[src/rtl/msrv32_iadder_arbiter.sv]
// ============================================================================
// msrv32_iadder_arbiter : round-robin share of the immediate adder between
// the branch target unit (req0) and the load/store AGU (req1).
// Optional feature macro: MSRV32_IADDER_ALIGN_EN (clear bit 0 of rs1-based sums)
// Revision: 1.0
// ============================================================================
`default_nettype none

module msrv32_iadder_arbiter #(
  parameter int unsigned WIDTH      = 32,
  parameter int unsigned RESET_LAST = 1
) (
  input  logic             ms_riscv32_mp_clk_in,
  input  logic             ms_riscv32_mp_rst_in,
  input  logic             req0_valid_in,
  output logic             req0_ready_out,
  input  logic [WIDTH-1:0] req0_pc_in,
  input  logic [WIDTH-1:0] req0_rs_1_in,
  input  logic [WIDTH-1:0] req0_imm_in,
  input  logic             req0_src_in,
  input  logic             req1_valid_in,
  output logic             req1_ready_out,
  input  logic [WIDTH-1:0] req1_pc_in,
  input  logic [WIDTH-1:0] req1_rs_1_in,
  input  logic [WIDTH-1:0] req1_imm_in,
  input  logic             req1_src_in,
  output logic [WIDTH-1:0] pc_out,
  output logic [WIDTH-1:0] rs_1_out,
  output logic [WIDTH-1:0] imm_out,
  output logic             iadder_src_out,
  input  logic [WIDTH-1:0] iadder_in,
  output logic             rsp_valid_out,
  input  logic             rsp_ready_in,
  output logic             rsp_id_out,
  output logic [WIDTH-1:0] rsp_data_out
);

  typedef enum logic [0:0] {
    IDLE = 1'b0,
    RESP = 1'b1
  } state_t;

  state_t           state_q, state_d;
  logic             last_grant_q, last_grant_d;
  logic             rsp_id_q, rsp_id_d;
  logic [WIDTH-1:0] rsp_data_q, rsp_data_d;

  logic             can_accept;
  logic             grant_valid;
  logic             grant_id;
  logic [WIDTH-1:0] sum_capt;

  // Reset gates acceptance so no handshake completes in a reset cycle.
  assign can_accept = !ms_riscv32_mp_rst_in &&
                      ((state_q == IDLE) || ((state_q == RESP) && rsp_ready_in));

  always_comb begin
    grant_valid = 1'b0;
    grant_id    = 1'b0;
    if (can_accept) begin
      if (req0_valid_in && req1_valid_in) begin
        grant_valid = 1'b1;
        grant_id    = ~last_grant_q;
      end else if (req0_valid_in) begin
        grant_valid = 1'b1;
        grant_id    = 1'b0;
      end else if (req1_valid_in) begin
        grant_valid = 1'b1;
        grant_id    = 1'b1;
      end
    end
  end

  assign req0_ready_out = grant_valid && (grant_id == 1'b0);
  assign req1_ready_out = grant_valid && (grant_id == 1'b1);

  // Without a grant the adder simply sees req0's operands.
  always_comb begin
    if (grant_valid && grant_id) begin
      pc_out         = req1_pc_in;
      rs_1_out       = req1_rs_1_in;
      imm_out        = req1_imm_in;
      iadder_src_out = req1_src_in;
    end else begin
      pc_out         = req0_pc_in;
      rs_1_out       = req0_rs_1_in;
      imm_out        = req0_imm_in;
      iadder_src_out = req0_src_in;
    end
  end

  always_comb begin
    sum_capt = iadder_in;
`ifdef MSRV32_IADDER_ALIGN_EN
    if (iadder_src_out) begin
      sum_capt[0] = 1'b0;
    end
`endif
  end

  always_comb begin
    state_d      = state_q;
    last_grant_d = last_grant_q;
    rsp_id_d     = rsp_id_q;
    rsp_data_d   = rsp_data_q;
    if (grant_valid) begin
      state_d      = RESP;
      last_grant_d = grant_id;
      rsp_id_d     = grant_id;
      rsp_data_d   = sum_capt;
    end else if ((state_q == RESP) && rsp_ready_in) begin
      state_d = IDLE;
    end
  end

  always_ff @(posedge ms_riscv32_mp_clk_in) begin
    if (ms_riscv32_mp_rst_in) begin
      state_q      <= IDLE;
      last_grant_q <= 1'(RESET_LAST);
      rsp_id_q     <= 1'b0;
      rsp_data_q   <= '0;
    end else begin
      state_q      <= state_d;
      last_grant_q <= last_grant_d;
      rsp_id_q     <= rsp_id_d;
      rsp_data_q   <= rsp_data_d;
    end
  end

  assign rsp_valid_out = (state_q == RESP);
  assign rsp_id_out    = rsp_id_q;
  assign rsp_data_out  = rsp_data_q;

endmodule

`default_nettype wire

[config.mk]
export PLATFORM = sky130hd
export DESIGN_NAME = msrv32_iadder_arbiter
export DESIGN_NICKNAME = d
export VERILOG_FILES = /design/src/rtl/msrv32_iadder_arbiter.sv
export SDC_FILE = /design/constraint.sdc
export NUM_CORES = 1
export LEC_CHECK = 0
export CAP_MARGIN = 20
export CELL_PAD_IN_SITES_DETAIL_PLACEMENT = 0
export CELL_PAD_IN_SITES_GLOBAL_PLACEMENT = 1
export CORE_ASPECT_RATIO = 0.7
export CORE_MARGIN = 4
export CORE_UTILIZATION = 17
export DETAILED_ROUTE_END_ITERATION = 8
export PLACE_DENSITY = 0.88
export SKIP_CTS_REPAIR_TIMING = 1
export SLEW_MARGIN = 20
export SYNTH_ARGS = -nofsm -noshare
export SYNTH_HDL_FRONTEND = slang
export SYNTH_SLANG_ARGS = --single-unit
[constraint.sdc]
create_clock -name ms_riscv32_mp_clk_in -period 4.7 [get_ports ms_riscv32_mp_clk_in]
set_input_delay 0.94 -clock ms_riscv32_mp_clk_in [delete_from_list [all_inputs] [get_ports ms_riscv32_mp_clk_in]]
set_output_delay 0.94 -clock ms_riscv32_mp_clk_in [all_outputs]
set_load 0.01 [all_outputs]
==> run metrics <==
status complete, no violations; YS warnings 0; number of buffers created by CTS 5; Period minus WS final 4110 ps; Req. time, crit path approximately 3800 ps; Final Hold Violating Endpoints 0; first-pass GRT wire length about 22,000 microns; GR Util met1 around a fifth; Synth Instances around 230; number of global-route vias before repair 3,482; DP Cell Count about 780; Pleak 2.59 nW; dominant synthesized flop cell dfxtp_1; worst skew pair latency between 200 and 300 ps; drt pass-1 iters 4; syn_area_per_cell 11.9 sq um; wire per inst between 20 and 25 microns; Setup crit end kind output pin; Max-Slew Margin vs Limit 59.5%; cell with the most instances after synthesis mux2_2; DP HPWL about 14,000 microns; fin crit share between 80% and 90%; Hold Crit Start last_grant_q; H-tree depth 2; DRT Wirelength roughly 16,000 microns; Post-synth EDFFs 0; FILL cells around 1,400; met2 Resource Use GR 29.2%; largest net degree at the start of global routing 88; highest net fanout along the worst path 87; Seq cells post-synth 35; Final Setup Violations 0; initial DRC count 110; Detail Route Antenna Nets 0; worst hold slack 471 ps; Root Buffer clkbuf_16; CP Launch Type primary input; Clock Sinks 35; DRC errors left 0; Largest stage delay, worst path 560 ps; Final Slew Violations 0; core area 15,500 sq um; crit path kind primary input to output pin; Via density 4.03; Initial Util between 10% and 20%; layout cell share with drive strength beyond 1 ~24%; CTS clk-pin slew, worst paths around 60 ps; via count ~3,200; final net count 813; die height around 110 microns; final worst clock skew ~3.9 ps; RePlAce Congestion 0.856; setup TNS 0 ps; Die ar. 17,900 sq um; non-filler instance count after layout between 700 and 800; Power Dens Cells between 150 and 200 nW/um^2; CTS tree built; peak-usage layer in the global routing report met2; net count after synthesis 457; mapped cell area between 2000 and 3000 sq um; CP Cell Sequence clkdlybuf4s50_1 -> nand2b_1 -> nand4b_1 -> buf_12 -> mux2_2 -> clkdlybuf4s50_1; Max rail drop VDD around 0.13 mV; RR Startpoint rsp_valid_out; clock tree buffer depth 2; row cnt 38; Area growth syn-to-layout 146%; ys async rst share 0%; Yosys cell types 19; R2R Path End rsp_data_out[24]; Max Cap Viol 0; R2R cell count 4; Synth top cells by count mux2_2, dfxtp_1, nor2b_1, mux2_4, buf_2; register area share after synthesis between 20% and 30%; unrepaired setup endpoints after global routing no; gr ovfl total 0; Multi-input gate area between 1500 and 2000 sq um; slowest CP cell clkdlybuf4s50_1; Synth area leader mux2_2; area share of the largest cell type after synthesis a little over two fifths; Hold Crit Depth 1; total global-route track usage roughly 16%; Die X ~160 microns; Hold Path Class flop to flop; CP most frequent cell clkdlybuf4s50_1; reg2reg setup slack ~2900 ps; # IOs around 360; Port Buffers 363; GRT met3 Usage under 10%; register area 701 sq um; Hold Path Sink last_grant_q; initial antenna violation count 1; highest clock rate 0.243 GHz; worst slew pin tran ~600 ps; largest cells by area after synthesis mux2_2, dfxtp_1, mux2_4; WP data arrival between 3000 and 4000 ps
[area by class of cell]
class | instances | share of cell area (%)
multi-input combinational | 172 | 27.8
tap | 200 | 3.79
clock inverter | 1 | 0.0758
clock buffer | 7 | 2.01
inverter | 1 | 0.0568
antenna | 1 | 0.0379
sequential | 35 | 10.6
timing repair buffer | 367 | 55.7
[power by group]
group	internal, W	leakage [nW]	switching [W]
Combinational	0.000426	2.23	0.000190
Sequential	0.000325	0.291	0.0000133
Clock	0.000196	0.0679	0.000126
[flip-flops by register name, indices dropped and copies added, names as in the netlist]
signal,cells
rsp_data_out,32
last_grant_q,1
rsp_id_out,1
rsp_valid_out,1
[per-stage QoR]
| stage | setup WS [ps] | cell area [sq um] | total power [W] | util (%) |
|---|---|---|---|---|
| final | 593 | 6600 | 0.00128 | 42.6 |
| after detailed placement | 602 | 6460 | 0.000960 | 41.7 |
| after global placement | 639 | 6460 | 0.000955 | 41.7 |
| after global routing | 501 | 6600 | 0.00133 | 42.6 |
| after floorplan | 1820 | 2690 | 0.000560 | - |
| after CTS | 596 | 6600 | 0.00129 | 42.6 |
[placed cells by master, fill, tap and decap left out, drive strengths merged]
| cell type | n |
|---|---|
| inv | 1 |
| nand2 | 1 |
| a211o | 1 |
| clkbuf | 7 |
| nor2 | 2 |
| dfxtp | 35 |
| or3 | 1 |
| o21ai | 1 |
| nor2b | 30 |
| buf | 4 |
| clkdlybuf4s50 | 363 |
| a21oi | 2 |
| nand2b | 1 |
| nand4b | 1 |
| mux2 | 129 |
| and2b | 3 |
| diode | 1 |
| clkinv | 1 |
[kinds of logic (layout without fill, tap and decap cells)]
| group | count (synthesis) | count (layout) | synth area share [%] |
|---|---|---|---|
| muxes | 129 | 129 | 58.0 |
| and+or+nand+nor | 39 | 39 | 9.32 |
| DFF | 35 | 35 | 26.1 |
| buffers and inverters | 19 | 376 | 5.73 |
| AOI/OAI and AO/OA | 4 | 4 | 0.885 |
| other | 0 | 1 | 0 |
[layer usage]
metal,vias to the layer above,wire length (microns)
met4,0,180
met3,11,836
met1,1507,6630
li1,1516,-
met2,127,8180
met5,-,0
[critical path: cells and delay by family]
kind / cells / cell delay (ps)
buf+inv: 3 / 1380
mux: 1 / 390
simple gates: 2 / 360
[worst max-delay path by stage]
stage	start	end	slack, ps	cells after the start
after floorplan	rsp_ready_in	pc_out[22]	1820	6
after global placement	rsp_ready_in	pc_out[14]	640	6
after detailed placement	rsp_ready_in	pc_out[14]	600	6
after CTS	rsp_ready_in	pc_out[14]	600	6
after global routing	rsp_ready_in	pc_out[14]	500	6
final	rsp_ready_in	pc_out[14]	590	6
(Power assumes the default switching activity.)
